<file path="config.mk">
export PLATFORM = sky130hd
export DESIGN_NAME = muldiv_seq
export DESIGN_NICKNAME = d
export VERILOG_FILES = /design/src/rtl/muldiv_seq.sv
export SDC_FILE = /design/constraint.sdc
export NUM_CORES = 1
export LEC_CHECK = 0
export CAP_MARGIN = 20
export CORE_MARGIN = 2
export CORE_UTILIZATION = 34
export CTS_BUF_LIST = sky130_fd_sc_hd__clkbuf_4 sky130_fd_sc_hd__clkbuf_8 sky130_fd_sc_hd__clkbuf_16
export CTS_CLUSTER_DIAMETER = 200
export DETAILED_ROUTE_END_ITERATION = 10
export PLACE_DENSITY = 0.65
export SYNTH_ARGS = -nofsm -noshare
export SYNTH_HDL_FRONTEND = slang
export SYNTH_SLANG_ARGS = --single-unit
</file>
<file path="constraint.sdc">
create_clock -name clk -period 4.6 [get_ports clk]
set_input_delay 0.46 -clock clk [delete_from_list [all_inputs] [get_ports clk]]
set_output_delay 0.46 -clock clk [all_outputs]
set_load 0.01 [all_outputs]
</file>
<file path="src/rtl/muldiv_seq.sv">
// rtl/muldiv_seq.sv - sequential RV32M multiply/divide unit
// Radix-2 shift-add multiply and restoring divide on magnitudes, one step per cycle, sign fixed up at the end.
module muldiv_seq #(
  parameter int XLEN = 32
) (
  input  logic            clk,
  input  logic            reset_n,
  input  logic            start,
  input  logic [2:0]      op,
  input  logic [XLEN-1:0] operand_a,
  input  logic [XLEN-1:0] operand_b,
  input  logic [4:0]      rd_addr,
  input  logic            flush,
  output logic            stall,
  output logic            busy,
  output logic            result_valid,
  output logic [XLEN-1:0] result,
  output logic [4:0]      result_rd
);

  typedef enum logic [1:0] {IDLE, ITER, FIX, DONE} state_e;

  localparam logic [5:0] LAST_STEP = 6'(XLEN - 1);

  state_e              state_q, state_d;
  logic [2:0]          op_q, op_d;
  logic [4:0]          rd_q, rd_d;
  logic [XLEN-1:0]     opnd_q, opnd_d;
  logic                neg_q, neg_d;
  logic [5:0]          cnt_q, cnt_d;
  logic [2*XLEN-1:0]   acc_q, acc_d;
  logic [XLEN-1:0]     result_q, result_d;
  logic [4:0]          result_rd_q, result_rd_d;
  logic                busy_q, result_valid_q;

  logic                idle_or_done, accept;
  logic                sign_a, sign_b, div_zero, div_ovf;
  logic [XLEN-1:0]     mag_a, mag_b;
  logic [XLEN:0]       mul_sum;
  logic [2*XLEN-1:0]   mul_next, div_next, mul_prod;
  logic [XLEN+1:0]     div_diff;
  logic [XLEN-1:0]     div_word, fix_res;

  assign idle_or_done = (state_q == IDLE) || (state_q == DONE);
  assign accept       = idle_or_done && start && !flush;
  assign stall        = accept || (state_q == ITER) || (state_q == FIX);

  // rs1 is signed for MUL/MULH/MULHSU/DIV/REM, rs2 only for MUL/MULH/DIV/REM
  assign sign_a   = (op != 3'd3) && (op != 3'd5) && (op != 3'd7) && operand_a[XLEN-1];
  assign sign_b   = ((op == 3'd0) || (op == 3'd1) || (op == 3'd4) || (op == 3'd6)) && operand_b[XLEN-1];
  assign mag_a    = sign_a ? -operand_a : operand_a;
  assign mag_b    = sign_b ? -operand_b : operand_b;
  assign div_zero = (operand_b == '0);
  assign div_ovf  = !op[0] && (operand_a == {1'b1, {(XLEN-1){1'b0}}}) && (operand_b == '1);

  // Multiply: accumulate into the high half while the multiplier shifts out of the low half
  assign mul_sum  = {1'b0, acc_q[2*XLEN-1:XLEN]} + (acc_q[0] ? {1'b0, opnd_q} : '0);
  assign mul_next = {mul_sum, acc_q[XLEN-1:1]};
  // Divide: high half is the partial remainder, low half collects quotient bits
  assign div_diff = {1'b0, acc_q[2*XLEN-1:XLEN-1]} - {2'b00, opnd_q};
  assign div_next = div_diff[XLEN+1] ? {acc_q[2*XLEN-2:0], 1'b0}
                                     : {div_diff[XLEN-1:0], acc_q[XLEN-2:0], 1'b1};

  assign mul_prod = neg_q ? -acc_q : acc_q;
  assign div_word = op_q[1] ? acc_q[2*XLEN-1:XLEN] : acc_q[XLEN-1:0];
  assign fix_res  = op_q[2] ? (neg_q ? -div_word : div_word)
                  : (op_q == 3'd0) ? mul_prod[XLEN-1:0] : mul_prod[2*XLEN-1:XLEN];

  always_comb begin
    state_d     = state_q;
    op_d        = op_q;
    rd_d        = rd_q;
    opnd_d      = opnd_q;
    neg_d       = neg_q;
    cnt_d       = cnt_q;
    acc_d       = acc_q;
    result_d    = result_q;
    result_rd_d = result_rd_q;
    if (flush) begin
      state_d = IDLE;
    end else begin
      case (state_q)
        IDLE, DONE: begin
          state_d = IDLE;
          if (start) begin
            op_d  = op;
            rd_d  = rd_addr;
            cnt_d = '0;
            if (op[2] && div_zero) begin
              // Corner-case divides preload {remainder, quotient} and skip iteration
              acc_d   = {operand_a, {XLEN{1'b1}}};
              neg_d   = 1'b0;
              state_d = FIX;
            end else if (op[2] && div_ovf) begin
              acc_d   = {{XLEN{1'b0}}, 1'b1, {(XLEN-1){1'b0}}};
              neg_d   = 1'b0;
              state_d = FIX;
            end else begin
              neg_d   = (op == 3'd6) ? sign_a : (sign_a ^ sign_b);
              opnd_d  = op[2] ? mag_b : mag_a;
              acc_d   = {{XLEN{1'b0}}, op[2] ? mag_a : mag_b};
              state_d = ITER;
            end
          end
        end
        ITER: begin
          acc_d = op_q[2] ? div_next : mul_next;
          cnt_d = cnt_q + 6'd1;
          if (cnt_q == LAST_STEP) state_d = FIX;
        end
        FIX: begin
          result_d    = fix_res;
          result_rd_d = rd_q;
          state_d     = DONE;
        end
        default: state_d = IDLE;
      endcase
    end
  end

  always_ff @(posedge clk) begin
    if (!reset_n) begin
      state_q        <= IDLE;
      op_q           <= '0;
      rd_q           <= '0;
      opnd_q         <= '0;
      neg_q          <= 1'b0;
      cnt_q          <= '0;
      acc_q          <= '0;
      result_q       <= '0;
      result_rd_q    <= '0;
      busy_q         <= 1'b0;
      result_valid_q <= 1'b0;
    end else begin
      state_q        <= state_d;
      op_q           <= op_d;
      rd_q           <= rd_d;
      opnd_q         <= opnd_d;
      neg_q          <= neg_d;
      cnt_q          <= cnt_d;
      acc_q          <= acc_d;
      result_q       <= result_d;
      result_rd_q    <= result_rd_d;
      busy_q         <= (state_d == ITER) || (state_d == FIX);
      result_valid_q <= (state_d == DONE);
    end
  end

  assign busy         = busy_q;
  assign result_valid = result_valid_q;
  assign result       = result_q;
  assign result_rd    = result_rd_q;

endmodule

</file>
### Yosys cells after proc, flatten, opt, wreduce, memory -nomap -nowiden

Index checks and enable logic that the tools add are counted.

| operators by class | value |
|---|---|
| add/sub/neg operators | 7 |
| eq/ne operators | 16 |
| mux-type cells | 27 |
| bitwise operators | 4 |
| reductions and logical operators | 29 |

Operators with widths:

| operator | number |
|---|---|
| 2-to-1 mux 32 bit | 10 |
| 2-to-1 mux 64 bit | 5 |
| one-hot mux 64 bit (2 select lines) | 1 |
| negation 32 bit | 3 |
| equality test 32 bit, second input constant | 2 |
| negation 64 bit | 1 |
| subtractor 33 x 32 -> 34 bit | 1 |
| adder 32 x 32 -> 33 bit | 1 |
| logical NOT 32 bit | 1 |
| one-hot mux 6 bit (2 select lines) | 1 |
| logical AND 1 bit | 10 |
| 2-to-1 mux 2 bit | 5 |
| equality test 2 bit, second input constant | 4 |
| logical OR 1 bit | 7 |
| adder 6 x 1 -> 6 bit, second input constant | 1 |
| equality test 3 bit, second input constant | 2 |
| equality test 6 x 5 -> 1 bit, second input constant | 1 |
| logical NOT 3 bit | 2 |
| 2-to-1 mux 6 bit | 1 |
| inequality test 3 bit, second input constant | 2 |
| one-hot mux 2 bit (3 select lines) | 1 |
| AND reduction 3 bit | 2 |
| AND reduction 5 bit | 1 |
| equality test 2 x 1 -> 1 bit, second input constant | 2 |
| other kinds (11) | 16 |

| word-level totals | value |
|---|---|
| register bits after elaboration | 152 |
| output and inout bits | 40 |
| logic and storage cells | 94 |

### Longest topological paths before layout

| logic depth | value |
|---|---|
| word-level depth | 11 |
| gate-level depth with buffers | 16 |
| mapped depth without buffers | 12 |

### Worst setup path after synthesis

Ideal clock, no wire load.

| timing path | value |
|---|---|
| kind | register to register |
| from | register op_q[1] |
| to | register result_q[30] (netlist: result[30]) |
| arrival time | 4209 ps |
| slack | 270 ps |
| cell stages (with the launch flop) | 16 |
| buffers on the path | 5 |
| period minus slack after synthesis | 4330 ps |
| path through | dfxtp_1 > clkbuf_1 > clkbuf_1 > buf_1 > clkbuf_1 > buf_1 > mux2i_1 > ha_1 > o221ai_1 > nor4_1 > nand4_1 > or3_1 > o31ai_1 > xnor2_1 > a221oi_1 > nor2_1 |

| between the ends | value |
|---|---|
| word-level cells in the longest chain between the ends | 4 |
| elaborated cells between the ends (all ways) | 6 |
| classes of those cells | 1 x add/sub; 4 x mux; 1 x reduce/logical |

Ends and longest elaborated chain:

| what | line | RTL |
|---|---|---|
| start, declared | 26 | `logic [2:0] op_q, op_d;` |
| start signal, assigned | 136 | `op_q <= op_d;` |
| 2-to-1 mux 32 bit | 65 | `assign div_word = op_q[1] ? acc_q[2*XLEN-1:XLEN] : acc_q[XLEN-1:0];` |
| negation 32 bit | 66 | `assign fix_res = op_q[2] ? (neg_q ? -div_word : div_word)` |
| 2-to-1 mux 32 bit | 66 |  |
| 2-to-1 mux 32 bit * | 66 |  |
| end signal, assigned | 142 | `result_q <= result_d;` |
| end, declared | 32 | `logic [XLEN-1:0] result_q, result_d;` |

Mark *: on every way between the ends. The rest lies on a longest branch, timed or not.
A chain may end at the register's enable or synchronous reset.

### Final worst setup path

| timing path | value |
|---|---|
| from | register acc_q[0] |
| to | register acc_q[56] |

| between the ends | value |
|---|---|
| word-level cells in the longest chain between the ends | 4 |

Ends and longest elaborated chain:

| what | line | RTL |
|---|---|---|
| start, declared | 31 | `logic [2*XLEN-1:0] acc_q, acc_d;` |
| start signal, assigned | 129 | `acc_q <= '0;` |
| start signal, assigned | 141 | `acc_q <= acc_d;` |
| 2-to-1 mux 32 bit | 57 | `assign mul_sum = {1'b0, acc_q[2*XLEN-1:XLEN]} + (acc_q[0] ? {1'b0, opnd_q} : '0);` |
| adder 32 x 32 -> 33 bit | 57 |  |
| 2-to-1 mux 64 bit | 107 | `acc_d = op_q[2] ? div_next : mul_next;` |
| one-hot mux 64 bit (2 select lines) | 82 | `case (state_q)` |

Every way passes these cells.

==> impl_metrics.csv <==
group,metric,value,unit
timing,setup_ws,0.587,ns
critical_path,crit_type,"reg -> reg",
global_routing,grt_overflow,0,
critical_path,crit_fanout,9,
routing,drc,10,
floorplan,num_io_pins,116,
layout,multi_input_area,0.0121,mm2
synthesis,ys_seq_area_share,18.9,%
routing,drt_first_pass_iters,9,
synthesis,synth.top_cell.area_share,18.9,%
floorplan,die_x,221,um
global_routing,antenna_found_initial,0,
global_routing,grt_pass1_wl,103000,um
clocking,htreeDepth,4,
synthesis,synth_edf_count,0,
synthesis,synth_seq_cells,152,
synthesis,async_flop_share,0,%
critical_path,startpoint_type,"flop",
clocking,path_clk_slew,0.07,ns
power_and_ir_drop,p_total,4.86,mW
place,place_hpwl,52500,um
synthesis,synth_top_cells_by_count,"278 x a21oi_1, 277 x nand2_1, 197 x o21ai_0",
place,place.gp.congestion,0.996,
clocking,postCtsHoldBufs,0,
power_and_ir_drop,power.share.switching,41.8,%
timing,rsz0062_at_grt,"no",
timing,finalClockSkew,0.0192,ns
power_and_ir_drop,sequentialPowerShare,30.5,%
flow_run,max_cap_violations,0,
synthesis,netlist_instances,2342,
timing,slew_headroom,27.3,%
routing,vias,18495,
power_and_ir_drop,p_clk_share,29.8,%
synthesis,ys_top_cells_by_area,"dfxtp_1 19%, a21oi_1 8.7%, nand2_1 6.5%",
timing,min_period,4.01,ns
layout,ff_latch_area,0.00305,mm2
synthesis,ys_types,82,
power_and_ir_drop,switching_power,2.03,mW
place,portBuffers,115,
timing,setup_viol,0,
timing,fmax,0.249,GHz
layout,n_fill_cell,4961,
synthesis,synth-main-ff-cell,"dfxtp_1",
floorplan,fp.dieH,221,um
timing,slew_violations,0,
layout,drive_gt1_share,7.72,%
timing,tns,0,ns
clocking,cts_resized,0,
synthesis,avgSynthCellArea,6.87,um2
timing,worstMarginPinSlew,1.09,ns
power_and_ir_drop,p_leak,6.99,nW
routing,via_per_inst,6.18,
floorplan,initial_core_util,34.5,%
power_and_ir_drop,vdd_drop_max,0.289,mV
clocking,clock_sinks,152,
synthesis,synth.most_common_cell,"a21oi_1",
routing,wl_per_cell,23.0,um
global_routing,grt_max_degree,100,
global_routing,track_usage,27.1,%
global_routing,grt_pass1_vias,16699,
critical_path,reg2reg_slack,0.59,ns
power_and_ir_drop,internal_power,2.83,mW
routing,ant_nets,0,
power_and_ir_drop,power_frac_comb,39.7,%
floorplan,num_rows,79,
synthesis,synth_area,0.0161,mm2
clocking,clock_path_buffers,2,
status,violations,"DRC",
layout,area_growth,15.1,%
layout,utilization,39.7,%
routing,drtIter0Drc,1970,
synthesis,yosys_warnings,0,
power_and_ir_drop,power_density,263,mW/mm2
floorplan,die_area,0.0491,mm2
worst_hold_path,worstHoldPathType,"reg -> reg",
synthesis,syn-num-nets,2493,
status,outcome,"finished, violations left",
critical_path,critPathRequiredTime,4.99,ns
clocking,root_buffer,"clkbuf_16",
critical_path,cp.arrival,4.40,ns
critical_path,endpoint_kind,"flop",
layout,fin_nets,2521,
clocking,cts_setup_buffers,0,
place,pre_cts_slack,0.466,ns
routing,totalWireLength,68800,um
timing,hold_viol,0,
clocking,cts_buffers,17,
clocking,cts_tree,"done",
timing,period_share,87.2,%
floorplan,core,0.0467,mm2
synthesis,synth.largest_area_cell,"dfxtp_1",
clocking,clk_latency,0.47,ns
## power groups by stage
stage	Sequential, mW	Clock (mW)	Combinational [mW]
after floorplan	1.44	0	1.25
after global placement	1.50	0	1.86
after detailed placement	1.51	0	1.87
after CTS	1.47	1.46	1.88
after global routing	1.49	1.51	2.07
final	1.48	1.45	1.93
## routing by layer
| metal | vias up | share of wire, % | track usage [%] |
|---|---|---|---|
| met5 | - | 0 | 0 |
| met4 | 0 | 5.7 | 14.6 |
| li1 | 8624 | - | - |
| met3 | 164 | 9.8 | 4.00 |
| met2 | 1115 | 42 | 40.6 |
| met1 | 8592 | 42 | 37.3 |
## cell type report
class / instances / share of cell area, %
multi-input combinational: 1928 / 65.1
sequential: 152 / 16.5
timing repair buffer: 197 / 9.62
tap: 607 / 4.10
clock buffer: 19 / 2.47
inverter: 74 / 1.50
clock inverter: 13 / 0.683
antenna: 1 / 0.0135
## final timing paths
path,cells after the start,start,to
setup / recovery,12,acc_q[0],acc_q[56]
hold / removal,2,rd_q[2],result_rd[2]
setup reg to reg,12,acc_q[0],acc_q[56]
hold reg to reg,2,rd_q[2],result_rd[2]
## layout by cell type (no fill, tap or decap), drive strengths merged, types with 29 or more instances in the layout
cell type,count
clkdlybuf4s50,113
o31ai,39
xnor2,85
xor2,82
a21o,29
o21ai,202
nand2,277
mux2i,53
dfxtp,152
o211ai,46
inv,80
a31oi,31
ha,73
or3,30
and3,32
nand3,67
a21oi,278
nor3,65
buf,84
nor2,186
## worst max-delay path, stage by stage (launching register included)
cell and delay (ns):
dfxtp_1 0.42, clkinv_1 0.30, nor2_1 0.30, ha_1 0.29, a211oi_1 0.26, o21bai_1 0.13, a211o_1 0.41, a221oi_1 0.53
o221ai_1 0.28, a21oi_1 0.18, mux2_2 0.35, a311o_1 0.32, a31oi_1 0.15
## state kept, by name (all words and copies together) (netlist names)
name / flops
cnt_q: 6
state_q: 2
busy: 1
op_q: 3
opnd_q: 32
acc_q: 64
result_valid: 1
rd_q: 5
result: 32
neg_q: 1
result_rd: 5
## metrics by stage
stage,hold slack [ns],cell area (um2),instances
2_1_floorplan,0.432,16100,2342
3_3_place_gp,0.439,17900,2958
3_5_place_dp,0.444,17900,2958
4_1_cts,0.453,18500,2990
5_1_grt,0.469,18500,2990
6_report,0.449,18500,2991
## cell families after synthesis
family                     Yosys count  share of synthesized area [%]
AOI/OAI and AO/OA                  819                           31.9
and+or+nand+nor                    794                           23.1
buffers and inverters              262                           6.29
xor gates and xnor gates           167                           9.09
DFF                                152                           18.9
adders and majority gates           75                           5.93
muxes                               73                           4.77
No activity file was read; power rests on OpenSTA's default activity.
